$ cat config.mk
export PLATFORM = sky130hd
export DESIGN_NAME = pointwise_psum_accum
export DESIGN_NICKNAME = d
export VERILOG_FILES = /design/src/rtl/pointwise_psum_accum.sv
export SDC_FILE = /design/constraint.sdc
export NUM_CORES = 1
export LEC_CHECK = 0
export ABC_AREA = 1
export CORE_ASPECT_RATIO = 0.6
export CORE_MARGIN = 4
export CORE_UTILIZATION = 35
export DETAILED_ROUTE_END_ITERATION = 12
export PLACE_DENSITY = 0.65
export SYNTH_ARGS = -nofsm -noshare
export SYNTH_HDL_FRONTEND = slang
export SYNTH_SLANG_ARGS = --single-unit
$ cat constraint.sdc
create_clock -name clk -period 5.96 [get_ports clk]
set_input_delay 1.49 -clock clk [delete_from_list [all_inputs] [get_ports clk]]
set_output_delay 1.49 -clock clk [all_outputs]
set_load 0.01 [all_outputs]
$ cat src/rtl/pointwise_psum_accum.sv
// pointwise_psum_accum
// Sums a configurable number of signed partial sums from the pointwise
// systolic column adder and hands the finished output-pixel sum to the
// output buffer over a valid/ready handshake. One instance per column.
//
// Optional build macro PSUM_ACCUM_SATURATE_EN: every add clamps to the signed
// OUT_BITWIDTH range and a sat_flag output reports whether the presented sum
// clamped. Without it the sum wraps in two's complement and sat_flag is absent.
module pointwise_psum_accum #(
    parameter int IN_BITWIDTH  = 32,
    parameter int OUT_BITWIDTH = 32,
    parameter int CNT_BITWIDTH = 8
) (
    input  logic                    clk,
    input  logic                    reset,
    input  logic [CNT_BITWIDTH-1:0] cfg_num_beats,
    input  logic                    in_valid,
    output logic                    in_ready,
    input  logic [IN_BITWIDTH-1:0]  in_psum,
    output logic                    out_valid,
    input  logic                    out_ready,
    output logic [OUT_BITWIDTH-1:0] out_data,
`ifdef PSUM_ACCUM_SATURATE_EN
    output logic                    sat_flag,
`endif
    output logic                    busy
);

    typedef enum logic [1:0] {
        IDLE  = 2'd0,
        ACCUM = 2'd1,
        HOLD  = 2'd2
    } state_t;

    state_t                  state_q, state_d;
    logic [OUT_BITWIDTH-1:0] acc_q, acc_d;
    logic [OUT_BITWIDTH-1:0] out_data_q, out_data_d;
    logic [CNT_BITWIDTH-1:0] cnt_q, cnt_d;
    logic [CNT_BITWIDTH-1:0] num_lat_q, num_lat_d;
`ifdef PSUM_ACCUM_SATURATE_EN
    logic                    sat_q, sat_d;
    logic [OUT_BITWIDTH:0]   sum_wide;
    logic                    add_ovf;
`endif

    logic [OUT_BITWIDTH-1:0] psum_ext;
    logic [OUT_BITWIDTH-1:0] sum_res;
    logic [CNT_BITWIDTH-1:0] cfg_eff;
    logic [CNT_BITWIDTH-1:0] cnt_inc;
    logic                    accept;

    // Sign-extend the incoming partial sum and form the (wrapping or clamping) running sum
    always_comb begin
        psum_ext = OUT_BITWIDTH'($signed(in_psum));
`ifdef PSUM_ACCUM_SATURATE_EN
        sum_wide = {acc_q[OUT_BITWIDTH-1], acc_q} + {psum_ext[OUT_BITWIDTH-1], psum_ext};
        add_ovf  = sum_wide[OUT_BITWIDTH] != sum_wide[OUT_BITWIDTH-1];
        if (!add_ovf) begin
            sum_res = sum_wide[OUT_BITWIDTH-1:0];
        end else if (sum_wide[OUT_BITWIDTH]) begin
            sum_res = {1'b1, {(OUT_BITWIDTH-1){1'b0}}};
        end else begin
            sum_res = {1'b0, {(OUT_BITWIDTH-1){1'b1}}};
        end
`else
        sum_res = acc_q + psum_ext;
`endif
    end

    // Handshake and count helpers; a zero beat count means a single-beat group
    always_comb begin
        in_ready = (state_q != HOLD);
        accept   = in_valid && in_ready;
        cfg_eff  = (cfg_num_beats == '0) ? CNT_BITWIDTH'(1) : cfg_num_beats;
        cnt_inc  = cnt_q + CNT_BITWIDTH'(1);
    end

    // Next-state logic: accumulate a group, then hold the result until it is taken
    always_comb begin
        state_d    = state_q;
        acc_d      = acc_q;
        out_data_d = out_data_q;
        cnt_d      = cnt_q;
        num_lat_d  = num_lat_q;
`ifdef PSUM_ACCUM_SATURATE_EN
        sat_d      = sat_q;
`endif
        unique case (state_q)
            IDLE: begin
                if (accept) begin
                    num_lat_d = cfg_eff;
                    acc_d     = psum_ext;
                    cnt_d     = CNT_BITWIDTH'(1);
`ifdef PSUM_ACCUM_SATURATE_EN
                    sat_d     = 1'b0;
`endif
                    if (cfg_eff == CNT_BITWIDTH'(1)) begin
                        out_data_d = psum_ext;
                        state_d    = HOLD;
                    end else begin
                        state_d    = ACCUM;
                    end
                end
            end
            ACCUM: begin
                if (accept) begin
                    acc_d = sum_res;
                    cnt_d = cnt_inc;
`ifdef PSUM_ACCUM_SATURATE_EN
                    sat_d = sat_q | add_ovf;
`endif
                    if (cnt_inc == num_lat_q) begin
                        out_data_d = sum_res;
                        cnt_d      = '0;
                        state_d    = HOLD;
                    end
                end
            end
            HOLD: begin
                if (out_ready) begin
                    acc_d   = '0;
                    state_d = IDLE;
`ifdef PSUM_ACCUM_SATURATE_EN
                    sat_d   = 1'b0;
`endif
                end
            end
            default: begin
                state_d = IDLE;
            end
        endcase
    end

    // State and datapath registers; reset discards any partial or held sum
    always_ff @(posedge clk or posedge reset) begin
        if (reset) begin
            state_q    <= IDLE;
            acc_q      <= '0;
            out_data_q <= '0;
            cnt_q      <= '0;
            num_lat_q  <= '0;
`ifdef PSUM_ACCUM_SATURATE_EN
            sat_q      <= 1'b0;
`endif
        end else begin
            state_q    <= state_d;
            acc_q      <= acc_d;
            out_data_q <= out_data_d;
            cnt_q      <= cnt_d;
            num_lat_q  <= num_lat_d;
`ifdef PSUM_ACCUM_SATURATE_EN
            sat_q      <= sat_d;
`endif
        end
    end

    // Outputs come straight from registered state
    always_comb begin
        out_valid = (state_q == HOLD);
        busy      = (state_q != IDLE);
        out_data  = out_data_q;
`ifdef PSUM_ACCUM_SATURATE_EN
        sat_flag  = sat_q && (state_q == HOLD);
`endif
    end

endmodule

==> metrics.txt <==
Final Hold Viols=0; crit path buf inv count=2; Worst EP required=6.20 ns; crit path max-delay cell type=nand3_4; CP startpoint kind=input pin; Total Nets Final=1343; origin of the critical flop-to-flop path=state_q[0]; Detailed Routing Iterations Pass 1=5; Clock power frac=0.135; Antenna Cells=0; Worst Hold Class=flip-flop to flip-flop; vias in the first global route=6353; setup bufs post-CTS=0; Yosys warning total=0; clock skew=0.00850 ns; number of synthesized register bits=82; Starting Density=0.363; worst path cell trace=clkdlybuf4s50_1 -> inv_1 -> nand4_1 -> nor4_1 -> nor2_1 -> nor2_2 -> nand3_4 -> nor2_1 -> nor2_1; multi-input logic area=3920 um^2; CTS root buffer=clkbuf_16; ANT nets after route=0; initial antenna violation count=0; Sequential Area=2050 um^2; worst setup path endpoint=out_data[22]; worst slack at placement=1.68 ns; minimum clock period=3.95 ns; ratio of final minimum period to clock period=0.662; Post-Route WL=21.8 mm; Setup TNS Final=0 ns; Peak supply drop=204 uV; CTS buffer count=9; Reg2Reg Depth=10; PD cells=574 nW/um^2; WL per Instance=14.2 um; layout cells sized above 1=0.0284; GRT overflow=0; cell family with most CP delay=simple AND/OR/NAND/NOR gates; Post-Syn Nets=1277; maximum capacitance violations=0; H-tree lvl count=3; RSZ-0062 raised after global routing=false; Chip Height=118 um; first-pass GRT wire length=35.0 mm; most frequent CP cell=nor2_1; DRT iter0 DRCs=658; Cell Area, Synth=7010 um^2; CTS Hold Bufs=0; Vias=7251; leak pwr=4.86 nW; kind of end point of the critical path=flip-flop; ys async rst share=1.00; Total GRT Usage=0.195; switching portion of total power=0.523; syn_area_per_cell=5.85 um^2; post-cts sizing count=0; post-synthesis sequential area ratio=0.293; core area=19300 um^2; Cells after Synth=1197; CTS sink count=82; largest net degree at the start of global routing=51; logic gate share of total power=0.660; f_max=0.253 GHz; Post-synth EDFFs=0; reg-to-reg endpoint=acc_q[19]; commonest cells after routing, fill and taps aside=nand2_1, inv_1, nor2_1, dfrtp_1, clkdlybuf4s50_1; # rows=39; Placer Congestion=0.993; Sw Pwr=2.51 mW; most used flip-flop cell after synthesis=dfrtp_1; Slew Limit Fails=0; Core Util, Final=0.433; CP Launch Point=cfg_num_beats[6]; status=finished clean; Worst-Margin Slew=0.717 ns; worst setup margin=2.01 ns; clock-pin slew on the worst setup and hold paths=0.07 ns; CTS tree=done; Internal Power=2.29 mW; Post-route DRC=0; HPWL after DPL=16.9 mm; Layout area overhead=19.4%; distinct cell type count after synthesis=38; Critical Path Max Stage Delay=0.54 ns; Critical Path Fanout Max=50; critical path depth in cells=9; critical path class=input pin to flip-flop; Reg power frac=0.205; max_slew headroom=0.522; Fill cells=2080; reg-to-reg slack, setup=2.35 ns; Worst-Skew Late Latency=0.36 ns; commonest non-fill, non-tap cell in the layout=nand2_1; Critical Path AT=4.19 ns; setup violators final=0; Max Buffers Root-to-Sink=2; DR vias/cell=4.73; number of port buffers=78; total I/O pin count=79; die outline area=22400 um^2; die width=191 um
## synthesized netlist by cell type, types with 3 or more instances
| cell | number | area (um^2) |
|---|---|---|
| buf_2 | 6 | 30.0 |
| clkbuf_1 | 14 | 52.6 |
| a21oi_1 | 44 | 220 |
| nor2_1 | 121 | 454 |
| nand4_1 | 24 | 150 |
| or2_2 | 4 | 25.0 |
| ha_1 | 35 | 438 |
| nor3_1 | 3 | 15.0 |
| o21ai_0 | 37 | 185 |
| o22ai_1 | 5 | 31.3 |
| inv_1 | 240 | 901 |
| dfrtp_1 | 82 | 2050 |
| nand2_1 | 466 | 1750 |
| nand3_1 | 72 | 360 |
| nand3b_1 | 7 | 52.6 |
| buf_1 | 6 | 22.5 |
## area by class of cell
class                      count  share of cell area
multi-input combinational    845               0.468
sequential                    82               0.245
tap                          266              0.0398
timing repair buffer          83              0.0978
clock buffer                   9              0.0269
clock inverter                 7              0.0130
inverter                     242               0.109
## metrics by stage
step | instances | total power [mW] | hold WS [ns] | instance area [um^2]
global placement | 1518 | 4.07 | 0.470 | 8030
CTS | 1534 | 4.77 | 0.493 | 8360
floorplan | 1197 | 3.16 | 0.453 | 7010
detailed placement | 1518 | 4.10 | 0.475 | 8030
global route | 1534 | 5.29 | 0.503 | 8360
finish | 1534 | 4.80 | 0.485 | 8360
## logic make-up (layout without fill, tap and decap cells)
kind of cell               Yosys count  in the layout  synth area share
xor gates and xnor gates             3              3           0.00375
buffers and inverters              270            341             0.148
DFF                                 82             82             0.293
muxes                                2              2           0.00286
and+or+nand+nor                    708            708             0.415
adders and majority gates           36             36            0.0654
AOI/OAI and AO/OA                   96             96            0.0725
## worst min path at each step
stage                          from        end  cells past startpoint
after floorplan           acc_q[17]  acc_q[17]                      2
after global placement    acc_q[25]  acc_q[25]                      2
after detailed placement  acc_q[14]  acc_q[14]                      2
after CTS                 acc_q[14]  acc_q[14]                      2
after global routing       acc_q[5]   acc_q[5]                      2
final                      acc_q[9]   acc_q[9]                      2
## tightest hold or removal path: stages (launching register included)
cell and delay [ns]:
dfrtp_1 0.35, nand2_1 0.05, nand2_1 0.06
## power groups by stage
stage	sequential, mW	clock (mW)	combinational, mW
floorplan	1.01	0	2.15
global placement	0.993	0	3.07
detailed placement	0.991	0	3.11
CTS	0.986	0.659	3.12
global route	1.02	0.682	3.59
finish	0.986	0.647	3.17
## sequential cells by signal, summed over array words and instances (netlist names)
signal and cells:
out_data 32, num_lat_q 8, acc_q 32, cnt_q 8, state_q 2
## layer usage
layer,vias to the layer above,routed length [um],GRT usage
li1,3761,-,-
met1,3215,12000,0.342
met2,264,7530,0.238
met3,11,2090,0.0388
met5,-,0,0
met4,0,167,0.0305
Power figures use the tool's default switching activity.
